## config.mk

```make
export PLATFORM = sky130hd
export DESIGN_NAME = exe_branch_resolve
export DESIGN_NICKNAME = d
export VERILOG_FILES = /design/src/rtl/exe_branch_resolve.sv
export SDC_FILE = /design/constraint.sdc
export NUM_CORES = 1
export LEC_CHECK = 0
export ABC_AREA = 1
export BUFFER_PORTS_ARGS = -buffer_cell sky130_fd_sc_hd__buf_2
export CORE_ASPECT_RATIO = 0.5
export CORE_UTILIZATION = 55
export DETAILED_ROUTE_END_ITERATION = 12
export GPL_TIMING_DRIVEN = 0
export PLACE_DENSITY_LB_ADDON = 0.15
export SYNTH_ARGS = -nofsm -noshare
export SYNTH_HDL_FRONTEND = slang
export SYNTH_SLANG_ARGS = --single-unit
```

## constraint.sdc

```tcl
create_clock -name CLK -period 6.7 [get_ports CLK]
set_input_delay 0 -clock CLK [delete_from_list [all_inputs] [get_ports CLK]]
set_output_delay 0 -clock CLK [all_outputs]
set_load 0.03 [all_outputs]
```

## src/rtl/exe_branch_resolve.sv

```systemverilog
// rtl/exe_branch_resolve.sv - branch resolution stage: prediction queue, mispredict redirect, illegal-branch exception
//
// Optional feature macro: BRANCH_RESOLVE_STATS_EN (adds stat_branches / stat_mispred counters)
//
// Ports:
//   CLK, RST_N                       clock (rising edge), asynchronous active-low reset
//   pred_valid/pred_ready            fetch-time prediction push handshake
//   pred_taken/pred_target/pred_tag  predicted direction, target and branch tag
//   res_valid/res_ready              comparator resolve handshake
//   res_taken/res_target             actual direction and computed target
//   res_next_pc                      correct next PC used for a redirect
//   res_invalid/res_tag              undefined branch encoding flag, tag of resolved branch
//   redir_valid/redir_ready/redir_pc redirect request to fetch
//   exc_valid/exc_tag                one-cycle illegal-branch exception pulse and its tag
//   seq_err                          sticky: resolved tag differed from queue head tag
//   stat_branches/stat_mispred       (stats build only) resolve and mispredict counters
module exe_branch_resolve #(
  parameter int ADDR_W = 40,
  parameter int DEPTH  = 4,
  parameter int TAG_W  = 3
) (
  input  logic              CLK,
  input  logic              RST_N,
  input  logic              pred_valid,
  output logic              pred_ready,
  input  logic              pred_taken,
  input  logic [ADDR_W-1:0] pred_target,
  input  logic [TAG_W-1:0]  pred_tag,
  input  logic              res_valid,
  output logic              res_ready,
  input  logic              res_taken,
  input  logic [ADDR_W-1:0] res_target,
  input  logic [ADDR_W-1:0] res_next_pc,
  input  logic              res_invalid,
  input  logic [TAG_W-1:0]  res_tag,
  output logic              redir_valid,
  input  logic              redir_ready,
  output logic [ADDR_W-1:0] redir_pc,
  output logic              exc_valid,
  output logic [TAG_W-1:0]  exc_tag,
`ifdef BRANCH_RESOLVE_STATS_EN
  output logic [31:0]       stat_branches,
  output logic [31:0]       stat_mispred,
`endif
  output logic              seq_err
);

  localparam int PTR_W = $clog2(DEPTH);
  localparam int CNT_W = PTR_W + 1;

  typedef enum logic {
    ST_RUN   = 1'b0,
    ST_REDIR = 1'b1
  } state_t;

  state_t state_q, state_d;

  logic              q_taken  [DEPTH];
  logic [ADDR_W-1:0] q_target [DEPTH];
  logic [TAG_W-1:0]  q_tag    [DEPTH];

  logic [PTR_W-1:0] rd_ptr, wr_ptr;
  logic [CNT_W-1:0] count;

  logic              push_fire, res_fire;
  logic              head_taken;
  logic [ADDR_W-1:0] head_target;
  logic [TAG_W-1:0]  head_tag;
  logic              mispred;
  logic              take_redir;
  logic              take_exc;
  logic              flush;

  // Handshakes depend only on registered state so no input-to-output path exists.
  assign pred_ready = (state_q == ST_RUN) && (count < CNT_W'(DEPTH));
  assign res_ready  = (state_q == ST_RUN) && (count != '0);

  assign push_fire = pred_valid && pred_ready;
  assign res_fire  = res_valid && res_ready;

  assign head_taken  = q_taken[rd_ptr];
  assign head_target = q_target[rd_ptr];
  assign head_tag    = q_tag[rd_ptr];

  // Target only matters when the branch was actually taken.
  assign mispred    = (head_taken != res_taken) || (res_taken && (head_target != res_target));
  // An illegal encoding is reported as an exception and never redirects.
  assign take_exc   = res_fire && res_invalid;
  assign take_redir = res_fire && !res_invalid && mispred;
  // Both cases discard every younger prediction, including one pushed this cycle.
  assign flush      = take_exc || take_redir;

  assign redir_valid = (state_q == ST_REDIR);

  always_comb begin
    state_d = state_q;
    case (state_q)
      ST_RUN:   if (take_redir) state_d = ST_REDIR;
      ST_REDIR: if (redir_ready) state_d = ST_RUN;
      default:  state_d = ST_RUN;
    endcase
  end

  always_ff @(posedge CLK or negedge RST_N) begin
    if (!RST_N) begin
      state_q <= ST_RUN;
    end else begin
      state_q <= state_d;
    end
  end

  always_ff @(posedge CLK or negedge RST_N) begin
    if (!RST_N) begin
      rd_ptr <= '0;
      wr_ptr <= '0;
      count  <= '0;
    end else if (flush) begin
      rd_ptr <= '0;
      wr_ptr <= '0;
      count  <= '0;
    end else begin
      if (push_fire) wr_ptr <= wr_ptr + PTR_W'(1);
      if (res_fire)  rd_ptr <= rd_ptr + PTR_W'(1);
      case ({push_fire, res_fire})
        2'b10:   count <= count + CNT_W'(1);
        2'b01:   count <= count - CNT_W'(1);
        default: count <= count;
      endcase
    end
  end

  // Storage needs no reset: entries are only read while count says they are live.
  always_ff @(posedge CLK) begin
    if (push_fire && !flush) begin
      q_taken[wr_ptr]  <= pred_taken;
      q_target[wr_ptr] <= pred_target;
      q_tag[wr_ptr]    <= pred_tag;
    end
  end

  always_ff @(posedge CLK or negedge RST_N) begin
    if (!RST_N) begin
      redir_pc  <= '0;
      exc_valid <= 1'b0;
      exc_tag   <= '0;
      seq_err   <= 1'b0;
    end else begin
      if (take_redir) redir_pc <= res_next_pc;
      exc_valid <= take_exc;
      if (take_exc) exc_tag <= res_tag;
      if (res_fire && (res_tag != head_tag)) seq_err <= 1'b1;
    end
  end

`ifdef BRANCH_RESOLVE_STATS_EN
  always_ff @(posedge CLK or negedge RST_N) begin
    if (!RST_N) begin
      stat_branches <= '0;
      stat_mispred  <= '0;
    end else begin
      if (res_fire)   stat_branches <= stat_branches + 32'd1;
      if (take_redir) stat_mispred  <= stat_mispred + 32'd1;
    end
  end
`endif

endmodule

```

==> results of run 1 <==
## sequential cells by signal (all words and copies together), names as in the netlist
register and cells:
count 3, q_taken 4, redir_valid 1, q_target 160
exc_tag 3, exc_valid 1, q_tag 12, wr_ptr 2
seq_err 1, redir_pc 40, rd_ptr 2
## power by group through the flow
stage          Sequential, mW  Combinational [mW]  Clock, mW
2_1_floorplan            2.16                1.05          0
3_3_place_gp             1.93                1.81          0
3_5_place_dp             1.92                1.89          0
4_1_cts                  1.90                1.94       1.10
5_1_grt                  1.92                2.16       1.15
6_report                 1.90                1.94       1.09
## cells in the mapped netlist (5+ instances only)
library cell | n | area share (%)
inv_1 | 38 | 1.5
xor2_1 | 5 | 0.45
nand4_1 | 6 | 0.38
nand3_1 | 142 | 7.3
dfrtp_1 | 53 | 14
o21ai_0 | 8 | 0.41
nand3b_1 | 19 | 1.5
nand2_1 | 380 | 15
edfxtp_1 | 176 | 54
clkbuf_1 | 6 | 0.23
nor2_1 | 32 | 1.2
buf_4 | 12 | 0.92
buf_6 | 7 | 0.81
buf_2 | 14 | 0.72
a21oi_1 | 7 | 0.36
## worst max path at each step
stage | startpoint | end | slack, ps | cells after the start
after floorplan | rd_ptr[0] | q_tag[0][0] | 2640 | 15
after detailed placement | rd_ptr[1] | q_target[0][11] | 2920 | 15
after global placement | rd_ptr[1] | q_target[2][11] | 410 | 14
final | rd_ptr[1] | q_target[0][32] | 2940 | 15
after global routing | rd_ptr[0] | q_target[0][32] | 2630 | 17
after CTS | rd_ptr[1] | q_target[0][32] | 2890 | 15
## cell families (layout without fill, tap and decap cells)
family	count (synthesis)	count (layout)	share of synthesized area, %
simple gates	585	585	25.4
flops	229	229	67.6
buf+inv	81	396	4.33
compound gates	23	23	1.32
xor+xnor	8	8	0.716
fa+ha+maj	5	5	0.716
other cells	0	1	0
## layout make-up
class | instances | area, um2 | share of cell area (%)
Sequential cell | 229 | 6610 | 52.4
Timing Repair Buffer | 278 | 1920 | 15.2
Clock buffer | 27 | 548 | 4.34
Inverter | 40 | 155 | 1.23
Buffer | 41 | 269 | 2.13
Multi-Input combinational cell | 621 | 2780 | 22.0
Antenna cell | 1 | 2.50 | 0.0198
Clock inverter | 10 | 51.3 | 0.406
Tap cell | 234 | 293 | 2.32
## stage by stage
stage          hold WS (ps)  cell area [um2]
5_1_grt                42.0            12600
2_1_floorplan          -296             9790
3_5_place_dp            193            11100
4_1_cts                16.3            12600
6_report               40.3            12600
3_3_place_gp            177            11000
## worst min-delay path: cells and delay by family
kind	cells	cell delay (ps)
and+or+nand+nor	1	160
AOI/OAI and AO/OA	1	120
buffers and inverters	2	220
## metal layers
layer / part of all wire, % / vias up / GRT usage [%]
li1: - / 3744 / -
met2: 48 / 276 / 46.0
met5: 0 / - / 0
met1: 44 / 3680 / 36.1
met3: 6.7 / 23 / 4.37
met4: 1.1 / 0 / 5.07
==> metrics.txt, run 1 <==
Detailed Route Iter0 Violations 454; Seq/Total Area, Yosys between 60% and 70%; htree depth 1; top_reg_cell synth edfxtp_1; IO buf count 181; Pint 3.01 mW; power share of the sequential group between 30% and 40%; Final Skew 19.0 ps; clock tree from TritonCTS built; Slew HR 21.0%; Synth Warn # 0; final hold vios 0; setup TNS 0 ps; Util after Layout 72.6%; Pwr Total 4.94 mW; drt pass-1 iters 7; DRT antenna net count 0; slew at the pin closest to its max-slew limit 1190 ps; Arr. time, crit path approximately 4000 ps; worst vdd ir 279 uV; # nets final approximately 1400; Total GRT Usage 26.6%; initial antenna violation count 1; pin count of the biggest net entering global routing 54; CP max-delay cell nor2_4; FFs w/ async S/R, synth 23.1%; Mapped Avg Cell Area 10.5 um2; power share of the clock group 22.1%; vias after detailed routing 7723; Max-Cap Viols 0; crit-path cells buf_4 -> inv_4 -> buf_2 -> nand3_1 -> nand2_1 -> nand2_1 -> a21oi_1 -> nand3_1 -> nor2_1 -> nand3_2 -> nand2_1 -> buf_4 -> nand3_2 -> nor2_4 -> buf_12; worst r2r src rd_ptr[1]; most common cell after layout, fill and taps aside nand2_1; syn nets 1070; Crit Path Category register to register; Hold-fix buffers, CTS 93; Final Max Tran Viols 0; min-delay src res_valid; Cells after Synth a little over 900; # DRC 0; core footprint between 15000 and 20000 um2; RSZ-0062 raised after global routing false; Comb pwr share 39.4%; I/O pins ~180; Final Setup Violations 0; final wirelength 24.2 mm; delay-heaviest family, CP simple AND/OR/NAND/NOR gates; WL per Instance 16.3 um; Placed Cells 1350; switching share of power 39.0%; Leak 5.61 nW; CTS Buf Count 21; vias in the first global route 7366; post-CTS sizing 0; CTS sink cnt 229; # rows 34; Vias/cell 5.21; worst-path fanout max 23; Netlist cell types 30; hold endpoint seq_err; Setup WS post-layout 2940 ps; CP required 6900 ps; CTS Root Cell clkbuf_16; Tmin final 3760 ps; P_sw about 1.9 mW; dpl hpwl 15.6 mm; critical path's largest stage delay 700 ps; dpl ws a little under 3000 ps; Final Wtd Congestion about 0.82; R2R setup slack 2940 ps; min-delay worst type input pin to register; grt ovf 0; Post-synth EDFFs ~180; first-pass GRT wire length 37.0 mm; most frequent cells in the layout 380 x nand2_1, 195 x buf_2, 176 x edfxtp_1; #FFs+latches synth 229; WP buf/inv 5; Post-CTS Setup Bufs 0; clock slew seen by the registers of the worst setup and hold paths 70 ps; Non-Filler Instances about 1500; Clock Latency Late Sink 510 ps; number of fill cells roughly 1200; Mapped Area 9790 um2; fmax 266 MHz; CP dominant cell by count nand2_1; PwrDens 391 nW/um2; Worst setup SP type register; share of cells above drive strength 1 about a fifth; WHS Path Cells 4; Area growth syn-to-layout 29.0%; die span in y 96.3 um; fin crit share a little under three fifths; die footprint 18400 um2; nature of the critical path endpoint register; outcome complete, no violations; Initial Util a little under three fifths; Worst R2R Path Depth 15; Crit Reg-Reg Endpoint q_target[0][32]; CTS Buffer Depth 3; Die Wd 191 um
Power figures use the tool's default switching activity.
==> inputs of run 2 (changes only) <==
Settings changed: CORE_UTILIZATION 55 to 50.
Clock period 6.7 ns to 3.3 ns, I/O delays scaled along.
==> metrics.txt, run 2 (synthesis gave the netlist of run 1 again) <==
outcome complete, no violations (unchanged); hold slack 21.9 ps (was 40.3 ps); DRT antenna net count 0 (unchanged); pin count of the biggest net entering global routing 54 (unchanged); Largest regs q_target (160), redir_pc (40), q_tag (12) (unchanged); Top reg by flops q_target (unchanged); first-pass GRT wire length 38.4 mm (was 37.0 mm); hold endpoint rd_ptr[0] (was seq_err); Worst setup SP type register (unchanged); Crit Reg-Reg Endpoint q_target[2][31] (was q_target[0][32]); Clock Latency Late Sink 510 ps (about the same); die footprint 20200 um2 (was 18400 um2); Final Skew 18.3 ps (was 19.0 ps); grt met3 use 5.25% (was 4.37%); share of cells above drive strength 1 22.4% (was 20.4%); Slew HR 23.2% (was 21.0%); fmax 317 MHz (was 266 MHz); final wirelength 25.9 mm (was 24.2 mm); CTS sink cnt 229 (unchanged); min-delay src res_valid (unchanged); final hold vios 0 (unchanged); PwrDens 803 nW/um2 (was 391 nW/um2); R2R setup slack 150 ps (was 2940 ps); Area growth syn-to-layout 33.6% (was 29.0%); CTS Root Cell clkbuf_16 (unchanged); Detailed Route Iter0 Violations 457 (was 454); # nets final 1396 (was 1371); min-delay worst type input pin to register (unchanged); WHS Path Cells 5 (was 4); Ant. Diodes 0 (was 1); worst r2r src rd_ptr[1] (unchanged); core footprint 18800 um2 (was 17400 um2); Arr. time, crit path 3370 ps (was 3960 ps); Final Setup Violations 0 (unchanged); die span in y 101 um (was 96.3 um); # rows 35 (was 34); most common cell after layout, fill and taps aside nand2_1 (unchanged); # DRC 0 (unchanged); critical path's largest stage delay 370 ps (was 700 ps); clock tree from TritonCTS built (unchanged); CP required 3520 ps (was 6900 ps); routing usage on met1 35.0% (was 36.1%); Placed Cells 1375 (was 1350); fin crit share 95.6% (was 56.2%); clock slew seen by the registers of the worst setup and hold paths 60 ps (was 70 ps); vias in the first global route 7317 (was 7366); Initial Util 52.1% (was 56.2%); CTS Buffer Depth 3 (unchanged); grt peak-use layer met2 (unchanged); Crit Path Category register to register (unchanged); Non-Filler Instances 1529 (was 1481); IO buf count 181 (unchanged); Leak 5.78 nW (was 5.61 nW); number of flip-flops under the largest register name 160 (unchanged); crit-path cells buf_4 -> inv_4 -> buf_4 -> nand3_1 -> nand2_1 -> nand2_1 -> nand2_1 -> nand3_1 -> nor2_1 -> nand2_1 -> nor2_1 -> nand3_2 -> nand2_1 -> buf_6 -> nand3_4 -> buf_4 -> nor2_4 -> buf_4 (was buf_4 -> inv_4 -> buf_2 -> nand3_1 -> nand2_1 -> nand2_1 -> a21oi_1 -> nand3_1 -> nor2_1 -> nand3_2 -> nand2_1 -> buf_4 -> nand3_2 -> nor2_4 -> buf_12); Max-Cap Viols 0 (unchanged); grt met2 use 41.3% (was 46.0%); WL per Instance 17.0 um (was 16.3 um); Die Wd 200 um (was 191 um); drt pass-1 iters 5 (was 7); number of fill cells 1336 (was 1237); RSZ-0062 raised after global routing false (unchanged); I/O pins 182 (unchanged); most frequent cells in the layout 380 x nand2_1, 193 x buf_2, 176 x edfxtp_1 (was 380 x nand2_1, 195 x buf_2, 176 x edfxtp_1); CP max-delay cell dfrtp_1 (was nor2_4); grt ovf 0 (unchanged); worst-path fanout max 10 (was 23); htree depth 1 (unchanged); slew at the pin closest to its max-slew limit 1150 ps (was 1190 ps); nature of the critical path endpoint register (unchanged); initial antenna violation count 0 (was 1); Final Wtd Congestion 0.789 (was 0.820); Worst R2R Path Depth 18 (was 15); CTS Buf Count 21 (unchanged); dpl hpwl 15.8 mm (was 15.6 mm); vias after detailed routing 7894 (was 7723); Tmin final 3150 ps (was 3760 ps); Final Max Tran Viols 0 (unchanged); Vias/cell 5.16 (was 5.21); Total GRT Usage 25.3% (was 26.6%); worst vdd ir 387 uV (was 279 uV); CP dominant cell by count nand2_1 (unchanged)
-- run 2: layout make-up --
cell class                      count  area [um2]  share of cell area (%)
Clock inverter                     12         115                   0.881
Buffer                             41         289                    2.21
Multi-Input combinational cell    624        2820                    21.6
Inverter                           40         158                    1.21
Tap cell                          259         324                    2.48
Clock buffer                       24         537                    4.11
Timing Repair Buffer              300        2210                    16.9
Sequential cell                   229        6610                    50.6
-- run 2: repair_timing --
action / 4_1_cts / 5_1_grt
hold buffers: 92 / 0
pin swaps: 6 / 5
gates resized for setup: 5 / 7
cloned: 3 / 5
buffers inserted: 11 / 7
endpoints found under the setup margin: 176 / 176
endpoints found under the hold margin: 278 / 0
-- run 2: worst max-delay path: cells and delay by family, from the launching register on --
kind,cells,cell delay (ps)
DFF,1,370
buffers and inverters,6,1130
and+or+nand+nor,12,1330
-- run 2: where the power goes --
group	leakage (nW)	switching, mW	internal (mW)
sequential	2.26	0.208	3.65
clock	0.310	1.05	1.33
combinational	3.22	2.82	1.45
total	5.78	4.07	6.42
-- run 2: per-layer routing --
metal | vias up | wire (um) | part of all wire [%]
li1 | 3789 | - | -
met2 | 321 | 11800 | 45
met3 | 40 | 2240 | 8.6
met4 | 0 | 502 | 1.9
met5 | - | 0 | 0
met1 | 3744 | 11400 | 44
-- run 2: worst max-delay path by stage --
stage | from | endpoint
after floorplan | rd_ptr[0] | q_tag[0][0]
after global placement | rd_ptr[1] | q_target[1][9]
after detailed placement | rd_ptr[1] | q_target[0][13]
after CTS | rd_ptr[1] | q_target[3][0]
after global routing | rd_ptr[1] | q_target[2][25]
final | rd_ptr[1] | q_target[2][31]
-- run 2: stage by stage --
step	util, %	setup TNS [ps]	worst slack, ps	power [mW]	instance area (um2)
detailed placement	59.2	-64310	-519	7.76	11100
finish	69.6	0	146	10.5	13100
CTS	68.6	0	97.9	10.4	12900
global placement	58.7	-290070	-1670	7.62	11000
floorplan	-	-11130	-63.2	6.52	9800
global route	69.6	0	21.9	11.1	13100
==> inputs of run 3 (changes only) <==
Settings changed: CORE_UTILIZATION 50 to 35.
==> metrics.txt, run 3 (synthesis gave the netlist of run 1 again) <==
Arr. time, crit path 3350 ps (was 3370 ps); number of flip-flops under the largest register name 160 (unchanged); grt ovf 0 (unchanged); Leak 5.80 nW (was 5.78 nW); worst vdd ir 372 uV (was 387 uV); I/O pins 182 (unchanged); Max-Cap Viols 0 (unchanged); pin count of the biggest net entering global routing 54 (unchanged); DRT antenna net count 0 (unchanged); hold slack 65.0 ps (was 21.9 ps); CTS Root Cell clkbuf_16 (unchanged); clock tree from TritonCTS built (unchanged); Initial Util 36.3% (was 52.1%); most common cell after layout, fill and taps aside nand2_1 (unchanged); Area growth syn-to-layout 35.4% (was 33.6%); min-delay worst type input pin to asynchronous set/reset pin (was input pin to register); share of cells above drive strength 1 23.0% (was 22.4%); final hold vios 0 (unchanged); Clock Latency Late Sink 530 ps (was 510 ps); fin crit share 94.6% (was 95.6%); drt pass-1 iters 5 (unchanged); fmax 320 MHz (was 317 MHz); CTS Buffer Depth 3 (unchanged); die footprint 28700 um2 (was 20200 um2); clock slew seen by the registers of the worst setup and hold paths 70 ps (was 60 ps); CTS sink cnt 229 (unchanged); R2R setup slack 180 ps (was 150 ps); # rows 42 (was 35); Util after Layout 49.2% (was 69.6%); Final Wtd Congestion 0.763 (was 0.789); Crit Path Category register to register (unchanged); IO buf count 181 (unchanged); vias after detailed routing 7596 (was 7894); Top reg by flops q_target (unchanged); most frequent cells in the layout 377 x nand2_1, 184 x buf_2, 176 x edfxtp_1 (was 380 x nand2_1, 193 x buf_2, 176 x edfxtp_1); final wirelength 26.6 mm (was 25.9 mm); WL per Instance 16.2 um (was 17.0 um); # DRC 0 (unchanged); Detailed Route Iter0 Violations 442 (was 457); Tmin final 3120 ps (was 3150 ps); Die Wd 238 um (was 200 um); number of fill cells 2472 (was 1336); Final Max Tran Viols 0 (unchanged); die span in y 120 um (was 101 um); worst-path fanout max 13 (was 10); Placed Cells 1491 (was 1375); first-pass GRT wire length 40.7 mm (was 38.4 mm); Largest regs q_target (160), redir_pc (40), q_tag (12) (unchanged); core footprint 27000 um2 (was 18800 um2); # nets final 1392 (was 1396); CTS Buf Count 23 (was 21); htree depth 1 (unchanged); Final Skew 13.6 ps (was 18.3 ps); Worst setup SP type register (unchanged); Vias/cell 4.62 (was 5.16); outcome complete, no violations (unchanged); Pwr Total 10.6 mW (was 10.5 mW); Non-Filler Instances 1644 (was 1529); setup TNS 0 ps (unchanged); Total GRT Usage 18.7% (was 25.3%); initial antenna violation count 1 (was 0); PwrDens 797 nW/um2 (was 803 nW/um2); CP required 3530 ps (was 3520 ps); slew at the pin closest to its max-slew limit 698 ps (was 1150 ps); vias in the first global route 7275 (was 7317); nature of the critical path endpoint register (unchanged); Slew HR 53.5% (was 23.2%); Final Setup Violations 0 (unchanged); dpl hpwl 17.0 mm (was 15.8 mm)
-- run 3: worst paths after layout --
check,start,end,cells past startpoint
setup / recovery,rd_ptr[0],q_target[3][27],19
hold / removal,RST_N,redir_pc[11],2
setup reg to reg,rd_ptr[0],q_target[3][27],19
hold reg to reg,seq_err,seq_err,1
max in group asynchronous,RST_N,exc_valid,2
min in group CLK,pred_target[1],q_target[0][1],2
-- run 3: where the power goes --
group	internal, mW	switching (mW)
sequential	3.65	0.200
clock	1.37	1.13
combinational	1.45	2.78
-- run 3: metrics by stage --
step                setup slack (ps)  instance area, um2
finish                           180               13300
global route                   -3.70               13300
CTS                             8.76               13200
detailed placement              -661               11300
global placement               -1970               11200
floorplan                      -63.2                9800
-- run 3: metal layers --
layer	global-route usage [%]	part of all wire, %	vias to the layer above
li1	-	-	3788
met5	0	0	-
met4	4.21	1.8	0
met3	3.79	5.3	39
met1	25.3	46	3584
met2	31.0	47	185
-- run 3: final cells by class --
type                            instances  area [um2]  area share [%]
Sequential cell                       229        6610            49.9
Multi-Input combinational cell        624        2860            21.6
Timing Repair Buffer                  294        2090            15.8
Clock buffer                           29         633            4.78
Tap cell                              374         468            3.53
Buffer                                 41         343            2.59
Inverter                               40         165            1.25
Clock inverter                         12        73.8           0.557
Antenna cell                            1        2.50          0.0189
-- run 3: worst max-delay path, stage by stage (launching register included) --
cell and delay [ps]:
dfrtp_1 390, buf_6 160, inv_8 100, buf_6 160, nand2_1 60, nand3_1 90, nand2_1 60, nand2_1 50
nand2_1 50, nor2_1 190, nand3_1 170, nor2_2 190, nand3_4 130, nand2_1 110, buf_6 140, nand3_4 90
buf_4 190, nor2_4 150, buf_4 160, buf_12 150
-- run 3: repair_timing --
item                                   4_1_cts  5_1_grt
hold buffers                                94        0
pin swaps                                    6        4
setup endpoints to repair                  176      164
setup buffers                                9        4
cloned                                       4        0
endpoints found under the hold margin      278        0
gates resized for setup                     23       20
